**config.mk**
```make
export PLATFORM = sky130hd
export DESIGN_NAME = uart_hex_parser
export DESIGN_NICKNAME = d
export VERILOG_FILES = /design/src/rtl/uart_hex_pkg.sv /design/src/rtl/uart_hex_fifo.sv /design/src/rtl/uart_hex_parser.sv
export SDC_FILE = /design/constraint.sdc
export NUM_CORES = 1
export LEC_CHECK = 0
export CAP_MARGIN = 40
export CORE_UTILIZATION = 37
export DETAILED_ROUTE_END_ITERATION = 6
export HOLD_SLACK_MARGIN = 0.06
export PLACE_DENSITY = 0.66
export SLEW_MARGIN = 20
export SYNTH_ARGS = -nofsm -noshare
export SYNTH_HDL_FRONTEND = slang
export SYNTH_HIERARCHICAL = 1
export SYNTH_SLANG_ARGS = --single-unit
```
**constraint.sdc**
```tcl
create_clock -name clk -period 12.35 [get_ports clk]
set_clock_uncertainty 0.05 [all_clocks]
set_input_delay 2.47 -clock clk [delete_from_list [all_inputs] [get_ports clk]]
set_output_delay 2.47 -clock clk [all_outputs]
set_load 0.03 [all_outputs]
```
**src/rtl/uart_hex_pkg.sv**
```systemverilog
// uart_hex_pkg
// Shared definitions for the UART hex-token parser: parser state encoding,
// ASCII delimiter constants, word/FIFO widths and the hex-character decoder.
// No ports (package).
package uart_hex_pkg;

    // Parser states: no token, accumulating digits, discarding until LF.
    typedef enum logic [1:0] {
        ST_IDLE  = 2'd0,
        ST_DIGIT = 2'd1,
        ST_SKIP  = 2'd2
    } state_e;

    localparam logic [7:0] ASCII_SPACE = 8'h20;
    localparam logic [7:0] ASCII_CR    = 8'h0D;
    localparam logic [7:0] ASCII_LF    = 8'h0A;

    localparam int         WORD_W     = 32;
    localparam int         FIFO_W     = 33;   // {last, word}
    localparam logic [3:0] MAX_DIGITS = 4'd8;

    // Decoder result: is_hex qualifies nibble (nibble is 0 otherwise).
    typedef struct packed {
        logic       is_hex;
        logic [3:0] nibble;
    } hex_dec_t;

    // Map an ASCII character to its hex value; letters may be either case.
    function automatic hex_dec_t hex_decode(input logic [7:0] ch);
        hex_dec_t res;
        res.is_hex = 1'b1;
        res.nibble = 4'h0;
        if ((ch >= 8'h30) && (ch <= 8'h39)) begin
            res.nibble = ch[3:0];
        end else if ((ch >= 8'h61) && (ch <= 8'h66)) begin
            // 'a'..'f' have low nibble 1..6, so +9 gives 10..15
            res.nibble = ch[3:0] + 4'd9;
        end else if ((ch >= 8'h41) && (ch <= 8'h46)) begin
            res.nibble = ch[3:0] + 4'd9;
        end else begin
            res.is_hex = 1'b0;
            res.nibble = 4'h0;
        end
        return res;
    endfunction

    // Token terminators: SPACE, CR, LF.
    function automatic logic is_delim(input logic [7:0] ch);
        return (ch == ASCII_SPACE) || (ch == ASCII_CR) || (ch == ASCII_LF);
    endfunction

endpackage

```
**src/rtl/uart_hex_fifo.sv**
```systemverilog
// uart_hex_fifo
// First-word-fall-through FIFO holding {last, word} entries for the parser.
// Ports:
//   clk, rst        : clock, synchronous active-high reset
//   i_push, i_data  : write request and entry
//   i_pop           : read request (ignored when empty)
//   o_data, o_valid : head entry (0 when empty) and non-empty flag
//   o_overrun       : this cycle's push is being dropped (full, no pop)
module uart_hex_fifo #(
    parameter int DEPTH = 4
) (
    input  logic                           clk,
    input  logic                           rst,
    input  logic                           i_push,
    input  logic [uart_hex_pkg::FIFO_W-1:0] i_data,
    input  logic                           i_pop,
    output logic [uart_hex_pkg::FIFO_W-1:0] o_data,
    output logic                           o_valid,
    output logic                           o_overrun
);
    import uart_hex_pkg::*;

    localparam int AW = $clog2(DEPTH);

    logic [FIFO_W-1:0] r_mem [DEPTH];
    // One extra pointer bit distinguishes full from empty.
    logic [AW:0]       r_wr_ptr;
    logic [AW:0]       r_rd_ptr;

    logic w_empty;
    logic w_full;
    logic w_pop;
    logic w_push;

    assign w_empty = (r_wr_ptr == r_rd_ptr);
    assign w_full  = (r_wr_ptr[AW] != r_rd_ptr[AW]) &&
                     (r_wr_ptr[AW-1:0] == r_rd_ptr[AW-1:0]);
    assign w_pop   = i_pop && !w_empty;
    // A pop on the same edge frees the slot the push lands in.
    assign w_push  = i_push && (!w_full || w_pop);

    assign o_overrun = i_push && w_full && !w_pop;
    assign o_valid   = !w_empty;
    assign o_data    = w_empty ? {FIFO_W{1'b0}} : r_mem[r_rd_ptr[AW-1:0]];

    // Storage and pointer update.
    always_ff @(posedge clk) begin
        if (rst) begin
            r_wr_ptr <= {(AW+1){1'b0}};
            r_rd_ptr <= {(AW+1){1'b0}};
            for (int i = 0; i < DEPTH; i++) begin
                r_mem[i] <= {FIFO_W{1'b0}};
            end
        end else begin
            if (w_push) begin
                r_mem[r_wr_ptr[AW-1:0]] <= i_data;
                r_wr_ptr <= r_wr_ptr + {{AW{1'b0}}, 1'b1};
            end
            if (w_pop) begin
                r_rd_ptr <= r_rd_ptr + {{AW{1'b0}}, 1'b1};
            end
        end
    end

endmodule

```
**src/rtl/uart_hex_parser.sv**
```systemverilog
// uart_hex_parser
// Turns a stream of ASCII hex tokens (up to 8 digits, separated by SPACE,
// CR or LF) into 32-bit words queued in a FWFT FIFO. Illegal characters and
// over-long tokens poison the rest of the line up to LF.
// Ports:
//   clk, rst                  : clock, synchronous active-high reset
//   rx_data, rx_valid         : incoming character, one per valid pulse
//   word_data, word_last      : FIFO head word and its end-of-line flag
//   word_valid, word_ready    : FIFO non-empty / consumer accept
//   err_nonhex, err_long,
//   err_overrun               : sticky error flags
//   err_clr                   : clears the sticky flags
module uart_hex_parser #(
    parameter int FIFO_DEPTH = 4   // power of 2, >= 2
) (
    input  logic        clk,
    input  logic        rst,
    input  logic [7:0]  rx_data,
    input  logic        rx_valid,
    output logic [31:0] word_data,
    output logic        word_last,
    output logic        word_valid,
    input  logic        word_ready,
    output logic        err_nonhex,
    output logic        err_long,
    output logic        err_overrun,
    input  logic        err_clr
);
    import uart_hex_pkg::*;

    state_e             r_state;
    logic [WORD_W-1:0]  r_acc;
    logic [3:0]         r_cnt;
    logic               r_err_nonhex;
    logic               r_err_long;
    logic               r_err_overrun;

    hex_dec_t           w_dec;
    logic               w_delim;
    logic               w_push;
    logic               w_last;
    logic               w_set_nonhex;
    logic               w_set_long;
    logic               w_overrun;
    logic [FIFO_W-1:0]  w_fifo_dout;
    logic               w_fifo_valid;

    assign w_dec   = hex_decode(rx_data);
    assign w_delim = is_delim(rx_data);

    // Push and error-set decisions for the character sampled this edge, so
    // the word enters the FIFO on the same edge that sees its terminator.
    always_comb begin
        w_push       = 1'b0;
        w_last       = 1'b0;
        w_set_nonhex = 1'b0;
        w_set_long   = 1'b0;
        if (rx_valid) begin
            case (r_state)
                ST_IDLE: begin
                    if (w_dec.is_hex || w_delim) begin
                        w_set_nonhex = 1'b0;
                    end else begin
                        w_set_nonhex = 1'b1;
                    end
                end
                ST_DIGIT: begin
                    if (w_dec.is_hex) begin
                        if (r_cnt == MAX_DIGITS) begin
                            w_set_long = 1'b1;
                        end else begin
                            w_set_long = 1'b0;
                        end
                    end else if (w_delim) begin
                        w_push = 1'b1;
                        // Only CR/LF end a line; SPACE keeps last clear.
                        w_last = (rx_data != ASCII_SPACE);
                    end else begin
                        w_set_nonhex = 1'b1;
                    end
                end
                ST_SKIP: begin
                    w_push = 1'b0;
                end
                default: begin
                    w_push = 1'b0;
                end
            endcase
        end else begin
            w_push = 1'b0;
        end
    end

    // Parser FSM and digit accumulator; idle cycles change nothing.
    always_ff @(posedge clk) begin
        if (rst) begin
            r_state <= ST_IDLE;
            r_acc   <= {WORD_W{1'b0}};
            r_cnt   <= 4'd0;
        end else if (rx_valid) begin
            case (r_state)
                ST_IDLE: begin
                    if (w_dec.is_hex) begin
                        r_acc   <= {28'h0000000, w_dec.nibble};
                        r_cnt   <= 4'd1;
                        r_state <= ST_DIGIT;
                    end else if (!w_delim) begin
                        r_state <= ST_SKIP;
                    end
                end
                ST_DIGIT: begin
                    if (w_dec.is_hex && (r_cnt != MAX_DIGITS)) begin
                        r_acc <= {r_acc[WORD_W-5:0], w_dec.nibble};
                        r_cnt <= r_cnt + 4'd1;
                    end else begin
                        // Token ends here: pushed (delimiter) or dropped.
                        r_acc   <= {WORD_W{1'b0}};
                        r_cnt   <= 4'd0;
                        r_state <= w_delim ? ST_IDLE : ST_SKIP;
                    end
                end
                ST_SKIP: begin
                    if (rx_data == ASCII_LF) begin
                        r_state <= ST_IDLE;
                    end
                end
                default: begin
                    r_state <= ST_IDLE;
                    r_acc   <= {WORD_W{1'b0}};
                    r_cnt   <= 4'd0;
                end
            endcase
        end
    end

    // Sticky error flags; a new error on the clearing edge keeps the flag.
    always_ff @(posedge clk) begin
        if (rst) begin
            r_err_nonhex  <= 1'b0;
            r_err_long    <= 1'b0;
            r_err_overrun <= 1'b0;
        end else begin
            r_err_nonhex  <= w_set_nonhex | (r_err_nonhex  & ~err_clr);
            r_err_long    <= w_set_long   | (r_err_long    & ~err_clr);
            r_err_overrun <= w_overrun    | (r_err_overrun & ~err_clr);
        end
    end

    uart_hex_fifo #(
        .DEPTH (FIFO_DEPTH)
    ) u_fifo (
        .clk       (clk),
        .rst       (rst),
        .i_push    (w_push),
        .i_data    ({w_last, r_acc}),
        .i_pop     (word_ready),
        .o_data    (w_fifo_dout),
        .o_valid   (w_fifo_valid),
        .o_overrun (w_overrun)
    );

    assign word_data   = w_fifo_dout[WORD_W-1:0];
    assign word_last   = w_fifo_dout[WORD_W];
    assign word_valid  = w_fifo_valid;
    assign err_nonhex  = r_err_nonhex;
    assign err_long    = r_err_long;
    assign err_overrun = r_err_overrun;

endmodule
```
### Word-level counts from Yosys, hierarchy flattened

Memories as Yosys holds them, arrays and structs flattened. A register that Yosys moved wholly into a read port is not among the register bits.
Index checks and enable logic that the tools add are counted.

* word-level logic and storage cells: 108
* memories: 1
* bits of input ports: 13
* memory bits (writable): 132
* register bits after elaboration: 47
* output and inout port bits: 37

Memory list
* u_fifo.r_mem: depth 4, bits a word 33, rd ports 1, clocked after Yosys merged registers in 1, write ports 4, line uart_hex_fifo.sv:25 `logic [FIFO_W-1:0] r_mem [DEPTH];`

* reductions and logical operators: 20
* bitwise gates (word level): 8
* $add $sub $neg: 4
* multiplexer cells: 46
* equal/unequal tests: 15
* $lt $le $gt $ge: 6

Operator list (count)
* $pmux 32 s3: 1
* $mux 33: 2
* $mux 32: 2
* $reduce_or 33->1: 1
* $mux 1: 25
* $mux 4: 5
* $eq 8x4->1 const B: 2
* $ge 8x7->1 const B: 2
* $le 8x7->1 const B: 2
* $mux 2: 8
* $pmux 4 s3: 1
* $logic_and 1x1->1: 9
* $eq 8x6->1 const B: 1
* $ge 8x6->1 const B: 1
* $le 8x6->1 const B: 1
* $ne 8x6->1 const B: 1
* $add 3x1->3 const B: 2
* $ne 2x2->1 const B: 3
* $pmux 2 s3: 1
* $add 4x1->4 const B: 1
* $add 4x4->4 const B: 1
* $eq 4x4->1 const B: 1
* $logic_or 1x1->1: 4
* $ne 4x4->1 const B: 1
* 14 further kinds: 21

### Longest topological paths before layout

Gate-level depths: netlist (run 1).

* depth in word-level cells: 14
* gate-level depth with buffers: 10
* depth with buffers taken out: 8

### Modules after synthesis

The synthesis (run 1) kept the hierarchy.

Modules (own cells, without submodules)
* uart_hex_fifo: cells each 459, sequential area each 4124.0 um^2, times used 1, area an instance 6364.9 um^2
* uart_hex_parser: cells each 195, sequential area each 820.8 um^2, times used 1, area an instance 1871.8 um^2

### Worst setup path before layout (run 1)

Ideal clock, no wire load.

* path type: input -> register
* from: input rx_data[2]
* to: memory u_fifo.r_mem[0][0], enable pin
* data required time: 11831 ps
* path buffers: 2
* library setup time: 469 ps
* cell stages on the path: 8
* data arrival time: 6137 ps
* setup slack: 5694 ps
* path through: clkbuf_1 mux2i_1 o21a_1 nor2_1 nor2b_1 o41ai_4 buf_2 o21ai_0

RTL lines
* start: declaration: line uart_hex_parser.sv:18 `input logic [7:0] rx_data,`
* end: declaration: line uart_hex_fifo.sv:25

==> results of run 1 <==
==> state kept, by name, summed over array words and instances (netlist names), named ones only <==
| name | count |
|---|---|
| err_long | 1 |
| u_fifo/r_rd_ptr | 3 |
| r_state | 2 |
| u_fifo/r_wr_ptr | 3 |
| u_fifo/r_mem | 132 |
| err_nonhex | 1 |
| err_overrun | 1 |
| r_acc | 32 |
| r_cnt | 4 |
==> metal layers <==
metal / GRT usage (%) / vias to the layer above
li1: - / 2450
met5: 0 / -
met1: 19.5 / 2486
met3: 2.62 / 20
met2: 26.3 / 96
met4: 5.75 / 0
==> synth_stat cells (all sizes together), types with 2 or more instances <==
master	n	area [µm²]
xor2	5	51.3
edfxtp	132	3960
mux2i	34	340
nor3b	2	20.0
a211oi	2	15.0
nand3b	3	22.5
nand2b	4	25.0
nor2	76	290
nand3	4	20.0
and2b	8	60.1
buf	20	109
ha	9	113
a21oi	6	30.0
o21ai	8	43.8
o21a	3	22.5
xnor2	3	26.3
nor2b	31	194
inv	45	169
o41ai	2	43.8
dfxtp	49	981
mux2	4	45.0
nor3	104	532
a2bb2oi	2	17.5
or4	2	15.0
a31oi	3	18.8
mux4	33	743
clkbuf	28	105
nand2	12	45.0
==> worst max-delay path by stage <==
stage                                      to  slack, ns
after CTS                 u_fifo/r_mem[0][28]       6.98
final                     u_fifo/r_mem[0][29]       6.99
after detailed placement  u_fifo/r_mem[0][28]       6.52
after floorplan            u_fifo/r_mem[0][0]       5.69
after global placement    u_fifo/r_mem[1][25]       6.56
after global routing      u_fifo/r_mem[1][25]       6.74
==> critical path, cell delays in order <==
cell and delay, ns:
clkdlybuf4s50_1 0.58, inv_1 0.11, ha_1 0.22, mux2i_1 0.12, o21a_1 0.18, nor2_1 0.10
nor2b_1 0.16, o41ai_4 0.05, buf_4 0.62, buf_4 0.67, nor3_1 0.12
==> kinds of logic after synthesis <==
kind of cell | share of synthesized area (%)
multiplexers | 13.7
XOR/XNOR | 0.942
AO/OA/AOI/OAI | 3.60
AND/OR/NAND/NOR | 15.7
flip-flops | 60.0
buffers and inverters | 4.65
adder cells (fa/ha/maj) | 1.37
==> power by group through the flow <==
stage / Combinational, mW / Clock, mW / Sequential [mW]
finish: 0.168 / 0.526 / 0.678
CTS: 0.172 / 0.533 / 0.679
floorplan: 0.113 / 0 / 0.690
global route: 0.183 / 0.555 / 0.680
global placement: 0.170 / 0 / 0.691
detailed placement: 0.172 / 0 / 0.691
==> area by class of cell <==
| class | instances | area (µm²) | share of cell area [%] |
|---|---|---|---|
| clock inverter | 3 | 40.0 | 0.415 |
| clock buffer | 29 | 541 | 5.60 |
| tap | 280 | 350 | 3.63 |
| multi-input combinational | 380 | 2950 | 30.6 |
| inverter | 45 | 169 | 1.75 |
| timing repair buffer | 64 | 647 | 6.71 |
| sequential | 181 | 4950 | 51.3 |
==> metrics.cfg, run 1 <==
[pwr]
internal_power_mw=1.06
total_power_mw=1.37
p_switching_uw=313
powerDensity_mw_per_mm2=142
p_leak_nw=3.27
seqPwrFrac_pct=49.4
swShare_pct=22.8
pwr-share-clk_pct=38.3
worst_ir_drop_vdd_mv=0.0820
pwr-share-comb_pct=12.3

[setup_path]
cp_max_fo=68
crit_required_ns=12.44
crit_start=rx_data[0]
cp-end-kind=flop
r2r-end=u_fifo/r_mem[2][23]
reg2reg_setup_slack_ns=9.46
start_kind=input pin
worstReg2RegStart=r_state[1]
setup.worst_path.class=in -> reg
cp.arrival_ns=5.45
ff2ff_path_depth=8

[drt]
drt_wl_total_um=16100
firstDrtPassIters=4
wl_met1_um=7390
drt_iter0_drc=331
wl_met3_um=506
top_layer=met4
routedWlPerCell_um=16.4
wl_met2_um=8000
num_vias=5052
drcViolationCount=0
postRouteAntennaNets=0
via_per_inst=5.14

[synth]
ys_warn_count=6
yosysUniqueCellTypes=56
postSynthCellCount=654
syn_area_mm2=0.00824
async_reset_ff_share_pct=0
synth.avg_cell_area_um2=12.6
ys.flop_type=edfxtp_1
synth_edf_count=132
ys_ff_latch=181
synth_fp_nets=676
yosysSeqAreaShare_pct=60.0

[layout]
nFillCells=2005
drive_above_1_share_pct=13.5
final_cell_mix=edfxtp_1 (132), nor3_1 (102), nor2_1 (74)
layoutNonFillerInstCount=982
layout_commonest_cell=edfxtp_1
fin_util_pct=44.2
area_growth_pct=17.1
stdcell_area_mm2=0.00965
antenna_cells=0
layout.nets=711

[die]
initial_core_util_pct=37.7
coreArea_mm2=0.0218
die_y_um=151
num_rows=54
dieArea_mm2=0.0229
die_w_um=151
ios=50

[place]
io_buffers=49
dpl_cell_area_mm2=0.00903
placed_cells=948
dp_slack_ns=6.52
hpwlAfterDp_um=9790
gp_congestion=0.760

[worst_hold_path]
min_path_type=reg -> reg
min_from=err_long
hold_depth=2
whs_endpoint=err_long

[clocking]
cts-hold-fix-buffers=0
cts_tree=built
clk_pin_slew_worst_paths_ns=0.06
cts_root_buffer=clkbuf_16
h-tree-depth=4
cts_sinks=181
clk_path_buf_depth=2
cts_resized=0
clock_latency_ns=0.42
post_cts_buffers=0
cts_buffers=17

[timing]
fmax_ghz=0.187
fin_crit_ns=5.36
maxSlewViolCount=0
slew_headroom_pct=52.8
setup_viol=0
finalCritPeriodShare_pct=43.4
fin_tns_setup_ns=0
tightest_slew_ns=0.708
rsz0062_at_grt=false
finalHoldViolCount=0
holdWs_ns=0.428
worst_slack_ns=6.99

[run_status]
status=complete, no violations

[flow_run]
drv_cap=0

[global_route]
grt_pass1_wl_um=26400
overflow=0
grt_start_max_net_pins=69
grtUsageTotal_pct=15.4
antenna_found_initial=0
grt_pass1_vias=5048

No activity file was read; power rests on OpenSTA's default activity.
==> run 2: changes to the inputs <==
==> constraint.sdc (replaced) <==
create_clock -name clk -period 5.2 [get_ports clk]
set_clock_uncertainty 0.05 [all_clocks]
set_input_delay 1.04 -clock clk [delete_from_list [all_inputs] [get_ports clk]]
set_output_delay 1.04 -clock clk [all_outputs]
set_load 0.03 [all_outputs]
==> run 2 against run 1 <==
  * Via count is 0.14% lower
  * Critical path depth stayed put
  * Final cell count is 0.51% higher
  * Power is 150% higher
  * Design area is 1.3% higher
  * Worst hold slack better by 0.00094 ns
  * Sequential share of layout area is 0.68 points lower
  * Critical path type unchanged
==> metrics.cfg, run 2 (same netlist as run 1, synthesis figures left out) <==
[timing]
holdWs_ns=0.429
finalHoldViolCount=0
setup_viol=0
tightest_slew_ns=0.720
slew_headroom_pct=52.0
finalCritPeriodShare_pct=74.9
fmax_ghz=0.257
maxSlewViolCount=0
fin_crit_ns=3.89
rsz0062_at_grt=false

[layout]
final_cell_mix=edfxtp_1 (132), nor3_1 (102), nor2_1 (74)
antenna_cells=0
layout_commonest_cell=edfxtp_1
drive_above_1_share_pct=14.7
area_growth_pct=18.7
largest_register_ffs=132
largest_register=u_fifo/r_mem
layout.nets=716
largest_registers=u_fifo/r_mem x132, r_acc x32, r_cnt x4
fin_util_pct=44.8

[clocking]
cts_resized=0
cts_root_buffer=clkbuf_16
clock_latency_ns=0.43
cts_buffers=17
cts_tree=built
clk_path_buf_depth=2
cts-hold-fix-buffers=0
cts_sinks=181
post_cts_buffers=0
h-tree-depth=4
clk_pin_slew_worst_paths_ns=0.07

[setup_path]
cp.arrival_ns=3.94
start_kind=input pin
cp-end-kind=flop
cp_max_fo=23
setup.worst_path.class=in -> reg
crit_required_ns=5.25

[drt]
postRouteAntennaNets=0
via_per_inst=5.11
num_vias=5045
drt_wl_total_um=17000
firstDrtPassIters=4
drt_iter0_drc=401
routedWlPerCell_um=17.2
drcViolationCount=0

[pwr]
p_leak_nw=3.33
worst_ir_drop_vdd_mv=0.167
powerDensity_mw_per_mm2=348

[global_route]
antenna_found_initial=0
grt_start_max_net_pins=77
overflow=0
grtUsageTotal_pct=16.3
grt_pass1_wl_um=27700
grt_pass1_vias=5196

[die]
num_rows=54
die_w_um=151
die_y_um=151
dieArea_mm2=0.0229
initial_core_util_pct=37.7
coreArea_mm2=0.0218
ios=50

[flow_run]
drv_cap=0

[place]
hpwlAfterDp_um=10500
io_buffers=49
gp_congestion=0.798

[run_status]
status=complete, no violations

[worst_hold_path]
min_path_type=reg -> reg

## run 2: cell types whose count changed in the layout (fill, tap and decap cells not counted)
cell / before / now
clkbuf_16: 17 / 23
clkinvlp_4: 0 / 1
clkbuf_1: 5 / 1
clkbuf_8: 7 / 1
buf_12: 0 / 1
inv_4: 0 / 1
buf_4: 12 / 17
buf_6: 1 / 0
clkinv_4: 0 / 2
## run 2: cell type report
type	count	area, µm²
clock buffer	25	593
timing repair buffer	69	693
sequential	181	4950
inverter	45	169
tap	280	350
clock inverter	7	71.3
fill	1985	12000
multi-input combinational	380	2950
## run 2: through the flow
step,area [µm²],std cells,power (mW),setup slack (ns),setup TNS (ns)
after floorplan,8240,654,1.91,-0.0264,-2.61
after global placement,9050,952,2.05,1.08,0
after detailed placement,9050,952,2.06,0.946,0
after CTS,9710,984,3.42,1.35,0
after global routing,9780,987,3.51,1.15,0
final,9780,987,3.40,1.31,0
## run 2: worst max-delay path: stages
cell and delay (ns):
clkdlybuf4s50_1 0.51, inv_1 0.16, ha_1 0.19, mux2i_1 0.07
o21a_1 0.21, nor2_1 0.30, nor2b_1 0.30, o41ai_4 0.14
buf_4 0.21, o21ai_4 0.38, buf_4 0.42
## run 2: worst paths after layout
path | start | to | slack, ns | depth (start not counted)
hold / removal | err_long | err_long | 0.43 | 2
setup reg to reg | r_state[1] | u_fifo/r_mem[1][30] | 2.32 | 8
hold reg to reg | err_long | err_long | 0.43 | 2
setup / recovery | rx_data[0] | u_fifo/r_mem[1][30] | 1.31 | 11
## run 2: power by group
part	total, mW	switching [mW]	internal (mW)
registers	1.62	0.0246	1.59
logic	0.403	0.221	0.182
clock network	1.38	0.533	0.846
total	3.40	0.778	2.62
## run 2: per-layer routing
layer / vias to the layer above / global-route usage [%] / part of all wire [%]
met2: 107 / 27.5 / 51
met3: 17 / 3.31 / 4.8
met5: - / 0 / 0
met1: 2456 / 20.8 / 43
li1: 2465 / - / -
met4: 0 / 5.40 / 1.2
==> run 3: changes to the inputs <==
==> constraint.sdc (replaced) <==
create_clock -name clk -period 4.1 [get_ports clk]
set_clock_uncertainty 0.05 [all_clocks]
set_input_delay 0.82 -clock clk [delete_from_list [all_inputs] [get_ports clk]]
set_output_delay 0.82 -clock clk [all_outputs]
set_load 0.03 [all_outputs]
==> run 3 against run 2 <==
  * First-iteration DRC count fell by 9.7%
  * Via count down 0.32%
  * Core utilization shrank 0.24 points
  * Sequential power increased by 27%
  * Worst setup slack worse by 0.79 ns
  * Critical endpoint is now word_data[5]
  * Largest power group unchanged
==> metrics.cfg, run 3 (same netlist as run 1, synthesis figures left out) <==
[global_route]
grtUsageTotal_pct=16.4
antenna_found_initial=0
grt_pass1_wl_um=28000
overflow=0
grt_pass1_vias=5182
grt_start_max_net_pins=61

[flow_run]
drv_cap=0

[layout]
layout_commonest_cell=edfxtp_1
final_cell_mix=edfxtp_1 (132), nor3_1 (102), nor2_1 (74)
stdcell_area_mm2=0.00972
largest_register=u_fifo/r_mem
area_growth_pct=18.1
largest_register_ffs=132
antenna_cells=0
largest_registers=u_fifo/r_mem x132, r_acc x32, r_cnt x4
drive_above_1_share_pct=14.2
layout.nets=718

[pwr]
powerDensity_mw_per_mm2=426
p_leak_nw=3.30
seqPwrFrac_pct=49.7
pwr-share-comb_pct=12.4
worst_ir_drop_vdd_mv=0.225
p_switching_uw=993
pwr-share-clk_pct=37.9
swShare_pct=24.0
internal_power_mw=3.15

[timing]
tightest_slew_ns=0.685
finalCritPeriodShare_pct=87.5
finalHoldViolCount=0
slew_headroom_pct=54.2
fin_tns_setup_ns=0
fmax_ghz=0.279
setup_viol=0
maxSlewViolCount=0
fin_crit_ns=3.59
rsz0062_at_grt=false

[place]
io_buffers=49
gp_congestion=0.810
hpwlAfterDp_um=11000
dpl_cell_area_mm2=0.00916

[die]
ios=50
coreArea_mm2=0.0218
num_rows=54
die_w_um=151
initial_core_util_pct=37.7
die_y_um=151
dieArea_mm2=0.0229

[setup_path]
start_kind=flop
crit_required_ns=3.23
cp.arrival_ns=2.72
setup.worst_path.class=reg -> out
cp_max_fo=20
cp-end-kind=output port
path_cells=buf_12, mux4_2, and2b_1, clkdlybuf4s50_1
cpPeakStageDelay_ns=0.69
critPathSlowestCell=dfxtp_2

[drt]
routedWlPerCell_um=17.4
num_vias=5029
postRouteAntennaNets=0
drcViolationCount=0
drt_iter0_drc=362
via_per_inst=5.08
firstDrtPassIters=5
drt_wl_total_um=17200

[clocking]
clk_pin_slew_worst_paths_ns=0.06
cts_root_buffer=clkbuf_16
cts_sinks=181
clk_path_buf_depth=2
cts_buffers=17
cts-hold-fix-buffers=0
cts_resized=0
cts_tree=built
post_cts_buffers=0
h-tree-depth=4
clock_latency_ns=0.43

[run_status]
status=complete, no violations

[worst_hold_path]
min_path_type=reg -> reg

run 3: changes by cell type in the layout (fill, tap and decap cells not counted), sizes merged:
cell	change
clkbuf	-7
clkinv	+3
buf	+2
inv	+2
bufinv	+1
clkinvlp	+1
run 3: stage by stage:
| step | power (mW) | worst slack, ns | util [%] | cells | hold slack, ns |
|---|---|---|---|---|---|
| after floorplan | 2.42 | -0.0141 | - | 654 | 0.409 |
| after global placement | 2.61 | 0.501 | 41.9 | 955 | 0.400 |
| after detailed placement | 2.62 | 0.482 | 42.0 | 957 | 0.407 |
| after CTS | 4.18 | 0.448 | 44.6 | 989 | 0.414 |
| after global routing | 4.29 | 0.372 | 44.6 | 989 | 0.436 |
| final | 4.14 | 0.515 | 44.6 | 989 | 0.413 |
run 3: layer usage:
metal	vias to the layer above	global-route usage [%]	part of all wire, %
met5	-	0	0
li1	2467	-	-
met4	0	5.00	0.75
met1	2430	21.6	44
met3	8	2.89	4.5
met2	124	27.5	51
run 3: final timing paths:
| path | from | endpoint | slack [ns] | cells past startpoint |
|---|---|---|---|---|
| worst min-delay path | err_long | err_long | 0.41 | 2 |
| worst max-delay path | flop | word_data[5] | 0.51 | 4 |
| worst min register to register | err_long | err_long | 0.41 | 2 |
| worst max register to register | u_fifo/r_wr_ptr[1] | u_fifo/r_mem[1][31] | 1.59 | 4 |
run 3: area by class of cell:
class	instances	area, µm²
fill	1994	12100
sequential	181	4950
multi-input combinational	380	2950
timing repair buffer	71	743
clock buffer	18	429
tap	280	350
inverter	45	169
clock inverter	14	134
run 3: worst max-delay path, delay by kind of cell (launching register included):
kind | cells | cell delay [ns]
flip-flops | 1 | 0.69
multiplexers | 1 | 0.55
AND/OR/NAND/NOR | 1 | 0.17
buffers and inverters | 2 | 0.86
run 3: power groups by stage:
stage	registers [mW]	logic [mW]	clock network [mW]
floorplan	2.08	0.342	0
global placement	2.10	0.518	0
detailed placement	2.10	0.524	0
CTS	2.06	0.525	1.60
global route	2.06	0.552	1.68
finish	2.06	0.515	1.57
